===== src/rtl/pll_reset_sequencer.sv =====
// Staged reset release behind the 48 MHz PLL: system reset drops once lock has been
// stable long enough, USB reset and ready follow a fixed gap later. Lock losses are counted.
module pll_reset_sequencer #(
  parameter int LOCK_STABLE_CYCLES = 4800,
  parameter int STAGE_GAP_CYCLES   = 48,
  parameter int LOSS_CNT_W         = 8
) (
  input  logic                  clk_48mhz,
  input  logic                  rst,
  input  logic                  nlocked,
  output logic                  sys_rst,
  output logic                  usb_rst,
  output logic                  ready,
  output logic [1:0]            state,
  output logic [LOSS_CNT_W-1:0] loss_count
);

  localparam int MAX_CYC = (LOCK_STABLE_CYCLES > STAGE_GAP_CYCLES) ?
                           LOCK_STABLE_CYCLES : STAGE_GAP_CYCLES;
  localparam int CNT_W   = $clog2(MAX_CYC) + 1;
  localparam logic [CNT_W-1:0] STABLE_LAST = CNT_W'(LOCK_STABLE_CYCLES - 1);
  localparam logic [CNT_W-1:0] GAP_LAST    = CNT_W'(STAGE_GAP_CYCLES - 1);

  typedef enum logic [1:0] {
    WAIT_LOCK = 2'd0,
    STABLE    = 2'd1,
    SYS_UP    = 2'd2,
    RUN       = 2'd3
  } state_t;

  logic                  r_s1;
  logic                  r_s2;
  state_t                r_state;
  logic [CNT_W-1:0]      r_cnt;
  logic                  r_sys_rst;
  logic                  r_usb_rst;
  logic                  r_ready;
  logic [LOSS_CNT_W-1:0] r_loss;
  logic                  w_lock_s;

  assign w_lock_s = ~r_s2;

  // Outputs change only on the transitions that alter them, so they stay in step with r_state.
  always_ff @(posedge clk_48mhz) begin
    if (rst) begin
      r_s1      <= 1'b1;
      r_s2      <= 1'b1;
      r_state   <= WAIT_LOCK;
      r_cnt     <= '0;
      r_sys_rst <= 1'b1;
      r_usb_rst <= 1'b1;
      r_ready   <= 1'b0;
      r_loss    <= '0;
    end else begin
      r_s1 <= nlocked;
      r_s2 <= r_s1;
      unique case (r_state)
        WAIT_LOCK: begin
          if (w_lock_s) begin
            r_state <= STABLE;
            r_cnt   <= '0;
          end
        end
        STABLE: begin
          if (!w_lock_s) begin
            r_state <= WAIT_LOCK;
            r_cnt   <= '0;
          end else if (r_cnt == STABLE_LAST) begin
            r_state   <= SYS_UP;
            r_cnt     <= '0;
            r_sys_rst <= 1'b0;
          end else begin
            r_cnt <= r_cnt + CNT_W'(1);
          end
        end
        SYS_UP: begin
          if (!w_lock_s) begin
            r_state   <= WAIT_LOCK;
            r_cnt     <= '0;
            r_sys_rst <= 1'b1;
            if (r_loss != '1) r_loss <= r_loss + LOSS_CNT_W'(1);
          end else if (r_cnt == GAP_LAST) begin
            r_state   <= RUN;
            r_cnt     <= '0;
            r_usb_rst <= 1'b0;
            r_ready   <= 1'b1;
          end else begin
            r_cnt <= r_cnt + CNT_W'(1);
          end
        end
        RUN: begin
          if (!w_lock_s) begin
            r_state   <= WAIT_LOCK;
            r_cnt     <= '0;
            r_sys_rst <= 1'b1;
            r_usb_rst <= 1'b1;
            r_ready   <= 1'b0;
            if (r_loss != '1) r_loss <= r_loss + LOSS_CNT_W'(1);
          end
        end
        default: begin
          r_state <= WAIT_LOCK;
          r_cnt   <= '0;
        end
      endcase
    end
  end

  assign sys_rst    = r_sys_rst;
  assign usb_rst    = r_usb_rst;
  assign ready      = r_ready;
  assign state      = r_state;
  assign loss_count = r_loss;

endmodule


===== config.mk =====
export PLATFORM = sky130hd
export DESIGN_NAME = pll_reset_sequencer
export DESIGN_NICKNAME = d
export VERILOG_FILES = /design/src/rtl/pll_reset_sequencer.sv
export SDC_FILE = /design/constraint.sdc
export NUM_CORES = 1
export LEC_CHECK = 0
export BUFFER_PORTS_ARGS = -buffer_cell sky130_fd_sc_hd__buf_2
export CORE_UTILIZATION = 45
export CTS_CLUSTER_SIZE = 10
export DETAILED_ROUTE_END_ITERATION = 16
export PLACE_DENSITY = 0.63
export SLEW_MARGIN = 40
export SYNTH_ARGS = -nofsm -noshare
export SYNTH_HDL_FRONTEND = slang
export SYNTH_SLANG_ARGS = --single-unit

===== constraint.sdc =====
create_clock -name clk_48mhz -period 4.65 [get_ports clk_48mhz]
set_clock_uncertainty 0.05 [all_clocks]
set_input_delay 0.465 -clock clk_48mhz [delete_from_list [all_inputs] [get_ports clk_48mhz]]
set_output_delay 0.465 -clock clk_48mhz [all_outputs]
set_load 0.01 [all_outputs]

==> results.md <==
- Sw frac: 0.281
- Syn. warnings: 0
- Top sig layer: met4
- Sequential fraction of design power: 0.561
- CORE AREA: 3150 µm²
- Total track usage: 0.185
- Fin crit period: 2.37 ns
- Sequential share of the synthesized area: 0.376
- Clock latency on the worst-skew pair: 0.32 ns
- Hold/Removal Path Class: input pin to register
- Post-synth top flop: dfxtp_1
- Initial antenna violation count: 0
- WP buf/inv: 0
- Core Util, Final: 0.539
- Peak VDD IR: 0.000162 V
- Final period utilization: 0.510
- Number of DRC markers in iteration 0: 55
- Met2 routed WL: 1430 µm
- Max cap viols: 0
- CTS sink cnt: 29
- Startpoint Class: register
- Worst-Margin Slew: 0.777 ns
- RSZ-0062 raised after global routing: no
- Power per cell area: 269 nW/µm²
- Share of cells above drive strength 1: 0.169
- Worst hold slack: 0.275 ns
- Gr ovfl total: 0
- Status: finished clean
- NetSw: 0.129 mW
- Max clock buf depth: 2
- Post-DP HPWL: 2240 µm
- # resized after CTS: 0
- Routed length per instance: 13.3 µm
- Setup tns final: 0 ns
- Post-CTS setup buffers: 0
- Vias: 1323
- Synth Register Bits: 29
- Starting Density: 0.489
- Total Power: 0.457 mW
- Die Height: 60.6 µm
- Clock Root Buffer: clkbuf_4
- Syn_area_per_cell: 9.02 µm²
- Die W: 60.6 µm
- Crit-path cells: ha_1 > nor4b_1 > a31oi_1 > nor4_4 > o221a_2
- Total Wirelength: 3090 µm
- WS Path Type: register to register
- Max_slew headroom: 0.478
- First-pass detailed-route iteration total: 4
- CTS tree: done
- Layout area overhead: 10.1%
- Fill cells: 318
- GP Congestion: 0.875
- Cell family with most CP delay: simple AND/OR/NAND/NOR gates
- Total CTS buffers: 5
- Htree depth: 2
- Ant diodes: 0
- WP data required: 4.88 ns
- Clk pwr share: 0.325
- Post-synth cell types: 45
- Vias in the first global route: 1112
- CP peak stage delay: 0.74 ns
- Vias per Instance: 5.68
- Maximum clock rate: 0.421 GHz
- M1 wire length: 1500 µm
- I/O Buffers: 15
- Post-DRT Antenna Nets: 0
- Syn_nets: 181
- Synthesized cell area: 1540 µm²
- Internal power: 0.329 mW
- Comb pwr share: 0.114
- Max FO, Critical Path: 14
- Met3 routed WL: 138 µm
- Lkg Pwr: 0.606 nW
- Io pins: 16
- Post-Layout Inst Area: 1700 µm²
- Cell area after placement: 1650 µm²
- Final Setup Violations: 0
- Reg clk slew, reported paths: 0.10 ns
- # rows: 20
- Post-synth EDFFs: 0
- FFs w/ async S/R, synth: 0
- Cells after Synth: 171
- Global-route wire length before repair: 5020 µm
- CP max stage cell: nor4_4
- Die ar.: 3670 µm²
- DRC viols: 0
- Largest net degree at the start of global routing: 15
- CTS hold repair buffers: 0
- Endpoints failing hold: 0
- Max-slew violations: 0
- Worst EP arrival: 2.60 ns
- Nets: 198
- Worst Setup End Kind: register
==> state kept, by name, summed over array words and instances (netlist names) <==
register,count
loss_count,8
r_cnt,14
r_s1,1
r_s2,1
ready,1
state,2
sys_rst,1
usb_rst,1
==> layout by cell type (no fill, tap or decap), types with 5 or more instances in the layout <==
master,n
o21ai_0,7
nand3_1,9
buf_2,15
nor3_1,9
xor2_1,6
ha_1,7
a21oi_1,6
nor2_1,11
dfxtp_1,29
nand2_1,9
clkbuf_4,5
xnor2_1,7
nand4_1,5
or3_1,5
==> Yosys cell counts, types with 3 or more instances <==
master     n  area share
xor2_1     6       0.034
mux2i_1    3       0.019
nor3_1     9       0.029
nand3_1    9       0.029
a31oi_1    3       0.012
nor2_1    11       0.027
o21ai_0    7       0.023
clkbuf_1   3      0.0073
or3_1      5       0.020
inv_1      4      0.0097
xnor2_1    7       0.040
a21oi_1    6       0.019
and3_1     4       0.016
nand2_1    9       0.022
nand4_1    5       0.020
ha_1       7       0.057
nand2b_1   3       0.012
dfxtp_1   29        0.38
nor4b_1    4       0.023
a211oi_1   4       0.019
==> power groups by stage <==
stage / sequential, mW / clock [mW] / combinational (mW)
5_1_grt: 0.257 / 0.163 / 0.0580
3_3_place_gp: 0.262 / 0 / 0.0510
3_5_place_dp: 0.262 / 0 / 0.0524
6_report: 0.256 / 0.149 / 0.0521
2_1_floorplan: 0.262 / 0 / 0.0386
4_1_cts: 0.257 / 0.151 / 0.0525
==> kinds of logic after synthesis <==
| logic type | Yosys count | share of synthesized area |
|---|---|---|
| XOR/XNOR | 13 | 0.0738 |
| flip-flops | 29 | 0.376 |
| buffers and inverters | 11 | 0.0332 |
| AO/OA/AOI/OAI | 35 | 0.153 |
| AND/OR/NAND/NOR | 71 | 0.268 |
| multiplexers | 5 | 0.0381 |
| adder cells (fa/ha/maj) | 7 | 0.0568 |
==> worst paths after layout <==
| path | startpoint | to | slack, ns | cells past startpoint |
|---|---|---|---|---|
| worst max-delay path | r_cnt[0] | state[0] | 2.28 | 5 |
| worst min-delay path | nlocked | r_s1 | 0.28 | 2 |
| worst max register to register | r_cnt[0] | state[0] | 2.28 | 5 |
| worst min register to register | r_s1 | r_s2 | 0.37 | 1 |
==> metrics by stage <==
stage | std cells | worst slack [ns]
2_1_floorplan | 171 | 2.45
3_3_place_gp | 225 | 2.37
3_5_place_dp | 225 | 2.28
4_1_cts | 233 | 2.26
5_1_grt | 233 | 2.10
6_report | 233 | 2.28
==> cell type report <==
cell class,count,area [µm²],area share
multi-input cells,131,911,0.536
flip-flops and latches,29,581,0.342
repair buffers,16,82.6,0.0486
well taps,44,55.1,0.0324
clock buffers,6,41.3,0.0243
inverters,5,18.8,0.0110
clock inverters,2,10.0,0.00589
==> per-layer routing <==
metal | vias to the layer above | track usage
met5 | - | 0
met4 | 0 | 0.0747
met3 | 4 | 0.0384
met2 | 34 | 0.290
met1 | 618 | 0.250
li1 | 667 | -
(Power assumes the default switching activity.)
